`src/rtl/rv_bus_arb.sv`:
```
// Shared memory-bus arbiter between instruction fetch and data ports.
// Data normally wins; a saturating starvation counter forces a fetch grant.
module rv_bus_arb #(
  parameter int ADDR_W       = 32,
  parameter int DATA_W       = 32,
  parameter int STARVE_LIMIT = 4
) (
  input  logic                i_clk,
  input  logic                i_reset_n,
  input  logic                i_fetch_req,
  input  logic [ADDR_W-1:0]   i_fetch_addr,
  output logic                o_fetch_ack,
  output logic [DATA_W-1:0]   o_fetch_rdata,
  output logic                o_fetch_err,
  input  logic                i_data_req,
  input  logic                i_data_we,
  input  logic [DATA_W/8-1:0] i_data_sel,
  input  logic [ADDR_W-1:0]   i_data_addr,
  input  logic [DATA_W-1:0]   i_data_wdata,
  output logic                o_data_ack,
  output logic [DATA_W-1:0]   o_data_rdata,
  output logic                o_data_err,
  output logic                o_bus_cyc,
  output logic                o_bus_we,
  output logic [DATA_W/8-1:0] o_bus_sel,
  output logic [ADDR_W-1:0]   o_bus_addr,
  output logic [DATA_W-1:0]   o_bus_wdata,
  input  logic                i_bus_ack,
  input  logic                i_bus_err,
  input  logic [DATA_W-1:0]   i_bus_rdata,
  output logic                o_bus_owner
);

  localparam int SEL_W = DATA_W / 8;
  localparam int CNT_W = $clog2(STARVE_LIMIT + 1);
  localparam logic [CNT_W-1:0] LIMIT = CNT_W'(STARVE_LIMIT);

  typedef enum logic [1:0] {
    S_IDLE  = 2'd0,
    S_FETCH = 2'd1,
    S_DATA  = 2'd2,
    S_RESP  = 2'd3
  } state_e;

  state_e           state_q;
  logic [CNT_W-1:0] starve_q;
  logic [CNT_W-1:0] starve_d;
  logic             data_win_s;

  // Grant decision and starvation-counter next state, evaluated only in IDLE.
  always_comb begin
    data_win_s = i_data_req && !(i_fetch_req && (starve_q == LIMIT));
    starve_d   = starve_q;
    if (state_q == S_IDLE) begin
      if (!i_fetch_req) begin
        starve_d = '0;
      end else if (data_win_s) begin
        starve_d = (starve_q == LIMIT) ? starve_q : starve_q + CNT_W'(1);
      end else begin
        starve_d = '0;
      end
    end else begin
      starve_d = starve_q;
    end
  end

  // Arbitration FSM with all bus and response outputs registered.
  always_ff @(posedge i_clk) begin
    if (!i_reset_n) begin
      state_q       <= S_IDLE;
      starve_q      <= '0;
      o_bus_owner   <= 1'b0;
      o_bus_cyc     <= 1'b0;
      o_bus_we      <= 1'b0;
      o_bus_sel     <= '0;
      o_bus_addr    <= '0;
      o_bus_wdata   <= '0;
      o_fetch_ack   <= 1'b0;
      o_fetch_err   <= 1'b0;
      o_fetch_rdata <= '0;
      o_data_ack    <= 1'b0;
      o_data_err    <= 1'b0;
      o_data_rdata  <= '0;
    end else begin
      starve_q    <= starve_d;
      o_fetch_ack <= 1'b0;
      o_fetch_err <= 1'b0;
      o_data_ack  <= 1'b0;
      o_data_err  <= 1'b0;
      case (state_q)
        S_IDLE: begin
          if (data_win_s) begin
            state_q     <= S_DATA;
            o_bus_owner <= 1'b1;
            o_bus_cyc   <= 1'b1;
            o_bus_we    <= i_data_we;
            o_bus_sel   <= i_data_sel;
            o_bus_addr  <= i_data_addr;
            o_bus_wdata <= i_data_wdata;
          end else if (i_fetch_req) begin
            state_q     <= S_FETCH;
            o_bus_owner <= 1'b0;
            o_bus_cyc   <= 1'b1;
            o_bus_we    <= 1'b0;
            o_bus_sel   <= {SEL_W{1'b1}};
            o_bus_addr  <= i_fetch_addr;
          end else begin
            state_q <= S_IDLE;
          end
        end
        // The ack pulse is launched on the completing edge so it is visible
        // throughout RESP, one cycle after the slave completion.
        S_FETCH, S_DATA: begin
          if (i_bus_ack || i_bus_err) begin
            state_q   <= S_RESP;
            o_bus_cyc <= 1'b0;
            if (state_q == S_DATA) begin
              o_data_ack   <= 1'b1;
              o_data_err   <= i_bus_err;
              o_data_rdata <= i_bus_rdata;
            end else begin
              o_fetch_ack   <= 1'b1;
              o_fetch_err   <= i_bus_err;
              o_fetch_rdata <= i_bus_rdata;
            end
          end else begin
            state_q <= state_q;
          end
        end
        S_RESP: begin
          state_q <= S_IDLE;
        end
        default: begin
          state_q   <= S_IDLE;
          o_bus_cyc <= 1'b0;
        end
      endcase
    end
  end

endmodule
```
`config.mk`:
```
export PLATFORM = sky130hd
export DESIGN_NAME = rv_bus_arb
export DESIGN_NICKNAME = d
export VERILOG_FILES = /design/src/rtl/rv_bus_arb.sv
export SDC_FILE = /design/constraint.sdc
export NUM_CORES = 1
export LEC_CHECK = 0
export CAP_MARGIN = 20
export CORE_MARGIN = 10
export CORE_UTILIZATION = 32
export DETAILED_ROUTE_END_ITERATION = 12
export PLACE_DENSITY = 0.63
export SLEW_MARGIN = 20
export SYNTH_ARGS = -nofsm -noshare
export SYNTH_HDL_FRONTEND = slang
export SYNTH_SLANG_ARGS = --single-unit
```
`constraint.sdc`:
```
create_clock -name i_clk -period 4.1 [get_ports i_clk]
set_input_delay 0.82 -clock i_clk [delete_from_list [all_inputs] [get_ports i_clk]]
set_output_delay 0.82 -clock i_clk [all_outputs]
set_load 0.02 [all_outputs]
```
==> After elaboration in Yosys (flattened, before gate mapping) <==
Cells that the tools add are included.
{ "classes": {"n_addsub": 1, "n_mul": 0, "div_mod_pow": 0, "magnitude_cmp": 0, "n_eq_ne": 7, "n_shift": 0, "n_mux": 20, "bitwise_logic": 4, "reduce_logical": 17} }
{ "op_table": {"columns": ["cell", "n"], "rows": [
  ["32-bit 2-to-1 mux", 2],
  ["3-bit AND reduction", 4],
  ["1-bit 2-to-1 mux", 9],
  ["3-bit 2-to-1 mux", 3],
  ["4-bit 2-to-1 mux", 2],
  ["3-bit inequality test, second input constant", 2],
  ["2-bit case mux with 3 select lines", 1],
  ["2-bit AND reduction", 3],
  ["2-bit equality test, second input constant", 2],
  ["2-bit 2-to-1 mux", 2],
  ["1-bit NOT", 4],
  ["4-bit AND reduction", 1],
  ["2-bit nonzero test", 2],
  ["4-bit OR reduction", 1],
  ["3-bit by 1-bit adder with 3-bit output, second input constant", 1],
  ["3-bit equality test, second input constant", 1],
  ["2-bit by 1-bit equality test with 1-bit output, second input constant", 1],
  ["1-bit logical AND", 2],
  ["2-bit logical NOT", 1],
  ["2-bit inequality test, second input constant", 1],
  ["1-bit case mux with 2 select lines", 1],
  ["2-bit OR reduction", 1],
  ["1-bit logical NOT", 1],
  ["1-bit logical OR", 1]
]} }
{ "totals": {"register_bits": 144, "latch_bits": 0, "mem_bits_rw": 0, "rom_bits": 0, "input_bits": 139, "output_inout_bits": 139, "word_cells": 63, "memories": 0} }

==> Logic depth before layout (Yosys ltp) <==
Gate-level depths: netlist of run 1.
{ "depth": {"word_depth": 6, "mapped_depth": 8, "depth_no_buf": 5} }

==> Worst setup path after synthesis of run 1 <==
Ideal clock, no wire load.
{ "synth_timing": {"kind": "input port to flip-flop", "start": "in i_fetch_req", "end": "reg o_bus_wdata[10]", "setup_ns": 0.072, "arrival_time_ns": 1.678, "required_time_ns": 4.028, "path_slack_ns": 2.351, "cell_stages": 6, "path_buffers": 3, "cell_sequence": "buf_4 nand3_4 and3_1 buf_6 buf_6 mux2i_1"} }
{ "synth_between": {"elab_chain_len": 4} }
{ "synth_lines": {"columns": ["item", "line", "rtl"], "rows": [
  ["start, declared", "10", "input logic i_fetch_req,"],
  ["1-bit logical AND", "52", "data_win_s = i_data_req && !(i_fetch_req && (starve_q == LIMIT));"],
  ["1-bit logical NOT", "52", null],
  ["1-bit logical AND", "52", null],
  ["2-bit AND reduction (no line)", null, null],
  ["end signal, assigned", "99", "o_bus_wdata <= i_data_wdata;"],
  ["end, declared", "27", "output logic [DATA_W-1:0] o_bus_wdata,"]
]} }
Every way passes these cells.
A chain may end at the register's enable or synchronous reset.

==> Worst setup path after layout of run 1 <==
{ "layout_timing": {"start": "in i_fetch_req", "end": "reg state_q[1]"} }
{ "layout_between": {"elab_chain_len": 5} }
{ "layout_lines": {"columns": ["item", "line", "rtl"], "rows": [
  ["1-bit logical AND", "52", null],
  ["1-bit logical NOT", "52", null],
  ["1-bit logical AND", "52", null],
  ["2-bit 2-to-1 mux", "92", "if (data_win_s) begin"],
  ["2-bit case mux with 3 select lines", "90", "case (state_q)"],
  ["end signal, assigned", "127", "state_q <= state_q;"],
  ["end, declared", "45", "state_e state_q;"]
]} }
Every way passes these cells.

==> results of run 1 <==
cells by family (layout without fill, tap and decap cells):
family / count (synthesis) / after routing / synth area share (%)
simple gates: 184 / 184 / 13.5
mux: 32 / 32 / 5.57
buf+inv: 73 / 327 / 5.88
flops: 144 / 144 / 50.2
fa+ha+maj: 5 / 5 / 1.09
compound gates: 249 / 249 / 23.7
placed cells by master, fill, tap and decap left out, types with 3 or more instances in the layout:
cell type	synthesis	routed
clkdlybuf4s50_1	0	276
dfxtp_1	144	144
nand2_1	133	133
a21oi_1	99	99
o21ai_0	97	97
nand3_1	35	35
a31oi_1	33	33
mux2i_1	32	32
clkbuf_16	0	17
buf_4	2	11
inv_1	6	5
o221a_2	5	5
ha_1	5	5
bufinv_16	0	5
o21a_1	4	4
nor2_1	4	4
clkinv_2	0	4
clkinvlp_4	0	4
and3_1	4	3
nor3_1	3	3
worst max-delay path: stages:
cell and delay, ps:
clkdlybuf4s50_1 650, nand3_4 380, and3_2 710, o221a_2 420
power breakdown:
part,internal [mW],total (mW),switching [mW]
sequential,1.60,1.69,0.0976
clock,1.08,1.70,0.628
combinational,0.639,1.44,0.797
total,3.31,4.83,1.52
metal layers:
layer / GRT usage [%] / vias to the layer above / share of wire, %
met5: 0 / - / 0
met1: 20.7 / 2686 / 42
met3: 6.86 / 22 / 8.8
li1: - / 2878 / -
met2: 28.6 / 189 / 47
met4: 5.98 / 0 / 2.0
sequential cells by signal, indices dropped and copies added, names as in the netlist:
signal and flops:
o_bus_cyc 1, o_bus_addr 32, o_bus_wdata 32, o_data_rdata 32, starve_q 3, o_fetch_rdata 32
o_bus_we 1, o_fetch_ack 1, o_data_err 1, state_q 2, o_data_ack 1, o_fetch_err 1
o_bus_owner 1, o_bus_sel 4
how the worst min path moves through the flow:
stage	from	end
6_report	o_data_rdata[1]	o_data_rdata[1]
5_1_grt	o_bus_wdata[23]	o_bus_wdata[23]
4_1_cts	o_data_rdata[1]	o_data_rdata[1]
3_5_place_dp	o_data_rdata[1]	o_data_rdata[1]
3_3_place_gp	o_data_rdata[5]	o_data_rdata[5]
2_1_floorplan	starve_q[1]	starve_q[1]
cell type report:
class,count,share of cell area [%]
clock buffers,17,4.62
clock inverters,15,2.36
inverters,7,0.285
multi-input cells,470,27.4
flip-flops and latches,144,31.3
well taps,225,3.06
repair buffers,288,30.9
stage by stage:
step	utilization [%]	power (mW)
finish	52.7	4.83
global route	52.7	5.08
floorplan	-	2.48
global placement	49.0	3.16
detailed placement	49.0	3.17
CTS	52.7	4.89
==> out/metrics.cfg, run 1 <==
[floorplan]
die_y_microns = 154
dieArea_sq_um = 23700
num_rows = 48
initial_core_util_pct = 32.9
core_sq_um = 17500
die_x_microns = 154
ioPinCount = 278

[finish]
final_nets = 1072
num-fill-cells = 1666
area_growth_pct = 60.3
multiInputGateArea_sq_um = 2530
final-instance-count-excl-fill = 1166
design_area_sq_um = 9210
drive_above_1_share_pct = 5.95
regArea_sq_um = 2880
antenna_cells = 0

[cts]
cts_root_buffer = clkbuf_16
cts_buffer_depth = 2
hold_buffers = 0
post_cts_buffers = 0
numCtsBuffers = 17
clk_pin_slew_ps = 60
cts_tree = done
h-tree-depth = 4
clkLatencyLatePin_ps = 420
numClockSinks = 144
cts-resized-gates = 0

[timing]
tns_ps = 0
worst_slew_pin_slew_ps = 1020
setup_viol = 0
hold_viol = 0
clock-skew-final_ps = 4.66
setup_slack_ps = 1390
rsz0062_at_grt = no
clock.fmax_ghz = 0.369
fin_crit_ps = 2710
slew_violations = 0
fin_crit_sh_pct = 66.1
hold_ws_ps = 452
slew_headroom_pct = 31.7

[yosys]
ys_ff_latch = 144
ys_types = 33
ys_top_cells_by_count = dfxtp_1 (144), nand2_1 (133), a21oi_1 (99), o21ai_0 (97), clkbuf_1 (38)
yosysTopAreaCell = dfxtp_1
async_flop_share_pct = 0
yosys_warnings = 0
synthTopCellsByArea = dfxtp_1 (50%), nand2_1 (8.7%), a21oi_1 (8.6%), o21ai_0 (8.4%), mux2i_1 (5.6%)
syn_avg_cell_area_sq_um = 8.36
syn-num-nets = 831
yosys_most_used_dff = dfxtp_1
yosysSeqAreaShare_pct = 50.2
synth.top_cell.area_share_pct = 50.2
yosysMostFrequentCell = dfxtp_1
syn_inst = 687
netlist_area_sq_um = 5750
synth-edff-count = 0

[global_routing]
grt_pass1_wl_microns = 33900
grt_max_degree = 107
grt_overflow = 0
grt_pass1_vias = 5775
antenna_found_initial = 0
groute.usage.overall_pct = 17.6

[setup_path]
arrival_ps = 3020
critical_path_class = input port to register
start_kind = input port
crit_path_start = i_fetch_req
r2r_cells = 5
worstSetupEndpoint = state_q[1]
r2r_end = o_fetch_rdata[23]
worstPathRequired_ps = 4410
path_max_fanout = 35
r2r_slack_ps = 1450
r2r-start = state_q[0]
cp-end-kind = register

[drt]
viasPerCell = 4.95
drt_iter0_markers = 233
drt_wl_total_microns = 21700
wire_per_inst_microns = 18.6
first_pass_iters = 5
drcViolationCount = 0
antenna_left = 0
vias = 5775

[hold_path]
hold_class = register to register
holdPathStages = 2

[outcome]
status = finished, final reports clean

[job]
maxCapViolCount = 0

[placed_design]
dp.final_hpwl_microns = 15100
placed_area_sq_um = 8570
routabilityCongestion = 0.745
port_buffers = 277
place_ws_ps = 936
place_inst = 1134

[power_and_ir_drop]
power_density_nw_per_um2 = 525
power.leakage_nw = 3.30
vdd_ir_drop_max_uv = 332

(Power assumes the default switching activity.)
==> inputs of run 2 (changes only) <==
--- a/config.mk
+++ b/config.mk
@@ -9,7 +9,7 @@
 export CORE_MARGIN = 10
 export CORE_UTILIZATION = 32
 export DETAILED_ROUTE_END_ITERATION = 12
-export PLACE_DENSITY = 0.63
+export PLACE_DENSITY = 0.65
 export SLEW_MARGIN = 20
 export SYNTH_ARGS = -nofsm -noshare
 export SYNTH_HDL_FRONTEND = slang
==> constraint.sdc (replaced) <==
create_clock -name i_clk -period 2.33 [get_ports i_clk]
set_input_delay 0.466 -clock i_clk [delete_from_list [all_inputs] [get_ports i_clk]]
set_output_delay 0.466 -clock i_clk [all_outputs]
set_load 0.02 [all_outputs]
==> run 2 against run 1 <==
Final area rose by 1.4%. Hold slack got worse by 1.0 ps. Cell count rose by 0.69%. Largest power group is now registers. Highest routed layer is now met5.
==> out/metrics.cfg, run 2 (synthesis gave the netlist of run 1 again) <==
[setup_path]
worstSetupEndpoint = o_bus_cyc
path_max_fanout = 3  ; -91%
cp-end-kind = output pin
r2r_slack_ps = 690  ; -760 ps
r2r_cells = 6  ; +1
critical_path.top_delay_family = buffers and inverters
cp.buffers_inverters = 1  ; unchanged
r2r_end = o_fetch_rdata[19]
slowest_stage = clkdlybuf4s50_1
r2r-start = state_q[1]
critical_path_class = register to output pin
arrival_ps = 1470  ; -1550 ps
start_kind = register
cpPeakStageDelay_ps = 700  ; about the same
worstPathRequired_ps = 1860  ; -2550 ps
worstSetupPathDepth = 1  ; -3
crit_path_start = o_bus_cyc
path_cells = clkdlybuf4s50_1

[global_routing]
grt_overflow = 0  ; unchanged
use_met2_pct = 25.9  ; -2.7 points
grt_pass1_vias = 5619  ; -2.7%
groute.usage.overall_pct = 16.6  ; -0.98 points
grt_max_degree = 72  ; -33%
use_met1_pct = 19.4  ; -1.3 points
grt_pass1_wl_microns = 32000  ; -5.8%
busiest_layer = met2
grt_use_met3_pct = 8.17  ; +1.3 points
antenna_found_initial = 1  ; +1

[finish]
finish.utilization_pct = 53.4  ; +0.73 points
mostFrequentLayoutCells = clkdlybuf4s50_1 (276), dfxtp_1 (144), nand2_1 (133)
antenna_cells = 0  ; unchanged
final_common_cell = clkdlybuf4s50_1
final_nets = 1080  ; +0.75%
drive_above_1_share_pct = 6.74  ; +0.79 points
area_growth_pct = 62.5
final-instance-count-excl-fill = 1174  ; +0.69%

[timing]
fin_crit_sh_pct = 83.2
hold_viol = 0  ; unchanged
clock.fmax_ghz = 0.516
hold_ws_ps = 451  ; -0.996 ps
setup_viol = 0  ; unchanged
slew_violations = 0  ; unchanged
tns_ps = 0  ; unchanged
slew_headroom_pct = 69.0  ; +37 points
fin_crit_ps = 1940
rsz0062_at_grt = no
clock-skew-final_ps = 11.6  ; +6.97 ps
worst_slew_pin_slew_ps = 465  ; -553 ps

[outcome]
status = finished, final reports clean

[floorplan]
ioPinCount = 278  ; unchanged
dieArea_sq_um = 23700  ; unchanged
core_sq_um = 17500  ; unchanged
num_rows = 48  ; unchanged
initial_core_util_pct = 32.9  ; unchanged
die_y_microns = 154  ; unchanged
die_x_microns = 154  ; unchanged

[job]
maxCapViolCount = 0  ; unchanged

[drt]
antenna_left = 0  ; unchanged
drt_wl_total_microns = 21300  ; -1.7%
first_pass_iters = 5  ; unchanged
drt_iter0_markers = 286  ; +23%
wire_per_inst_microns = 18.1  ; -2.4%
drcViolationCount = 0  ; unchanged
vias = 5812  ; +0.64%
viasPerCell = 4.95  ; about the same

[cts]
cts_buffer_depth = 2  ; unchanged
numClockSinks = 144  ; unchanged
clkLatencyLatePin_ps = 420  ; about the same
clk_pin_slew_ps = 60  ; about the same
hold_buffers = 0  ; unchanged
post_cts_buffers = 0  ; unchanged
h-tree-depth = 4  ; unchanged
cts_root_buffer = clkbuf_16
numCtsBuffers = 17  ; unchanged
cts_tree = done
cts-resized-gates = 0  ; unchanged

[placed_design]
port_buffers = 277  ; unchanged
routabilityCongestion = 0.806  ; +8.2%
place_inst = 1142  ; +0.71%
dp.final_hpwl_microns = 14900  ; -0.77%

[power_and_ir_drop]
swShare_pct = 32.4  ; +0.94 points
p_sw_mw = 2.68  ; +76%
clkPwrFrac_pct = 31.9  ; -3.4 points
vdd_ir_drop_max_uv = 569  ; +71%
power.leakage_nw = 3.36  ; +1.7%
finalPower_mw = 8.27  ; +71%
power_density_nw_per_um2 = 886  ; +69%
combPwrFrac_pct = 32.2  ; +2.5 points
p_int_mw = 5.59  ; +69%
seqPwrFrac_pct = 35.9  ; +0.9 points

[hold_path]
hold_class = register to register

==> run 2: cell type report <==
cell class	instances	area, sq um
Fill cell	1635	8140
Timing Repair Buffer	296	3050
Sequential cell	144	2880
Multi-Input combinational cell	470	2530
Clock buffer	20	467
Tap cell	225	282
Clock inverter	12	106
Inverter	7	26.3
==> run 2: metrics by stage <==
stage	setup WS, ps	instance area (sq um)
floorplan	874	5750
finish	392	9340
global route	348	9340
CTS	368	9340
detailed placement	318	8760
global placement	360	8760
==> run 2: how the worst min path moves through the flow <==
stage | start | endpoint | slack (ps) | cells past startpoint
detailed placement | o_data_rdata[23] | o_data_rdata[23] | 450 | 2
floorplan | starve_q[1] | starve_q[1] | 470 | 2
global route | o_data_rdata[18] | o_data_rdata[18] | 470 | 2
global placement | o_data_rdata[8] | o_data_rdata[8] | 440 | 2
CTS | o_data_rdata[3] | o_data_rdata[3] | 460 | 2
finish | o_data_rdata[19] | o_data_rdata[19] | 450 | 2
==> run 2: worst reg2reg max path, stage by stage, from the launching register on <==
cell     delay [ps]
dfxtp_1         350
inv_1            70
ha_1            450
o21a_1          220
buf_12          210
nand3_1         140
a21oi_1         140
==> run 2: layer usage <==
| layer | vias to the layer above | wire length (microns) |
|---|---|---|
| met5 | - | 7 |
| met4 | 2 | 435 |
| met3 | 28 | 2040 |
| met2 | 185 | 9940 |
| met1 | 2695 | 8880 |
| li1 | 2902 | - |
==> run 2: power by group through the flow <==
stage          logic [mW]  clock network (mW)  registers [mW]
6_report             2.66                2.64            2.97
4_1_cts              2.68                2.72            2.97
5_1_grt              2.83                2.84            3.01
2_1_floorplan       0.948                   0            3.42
3_3_place_gp         2.67                   0            3.01
3_5_place_dp         2.67                   0            3.02
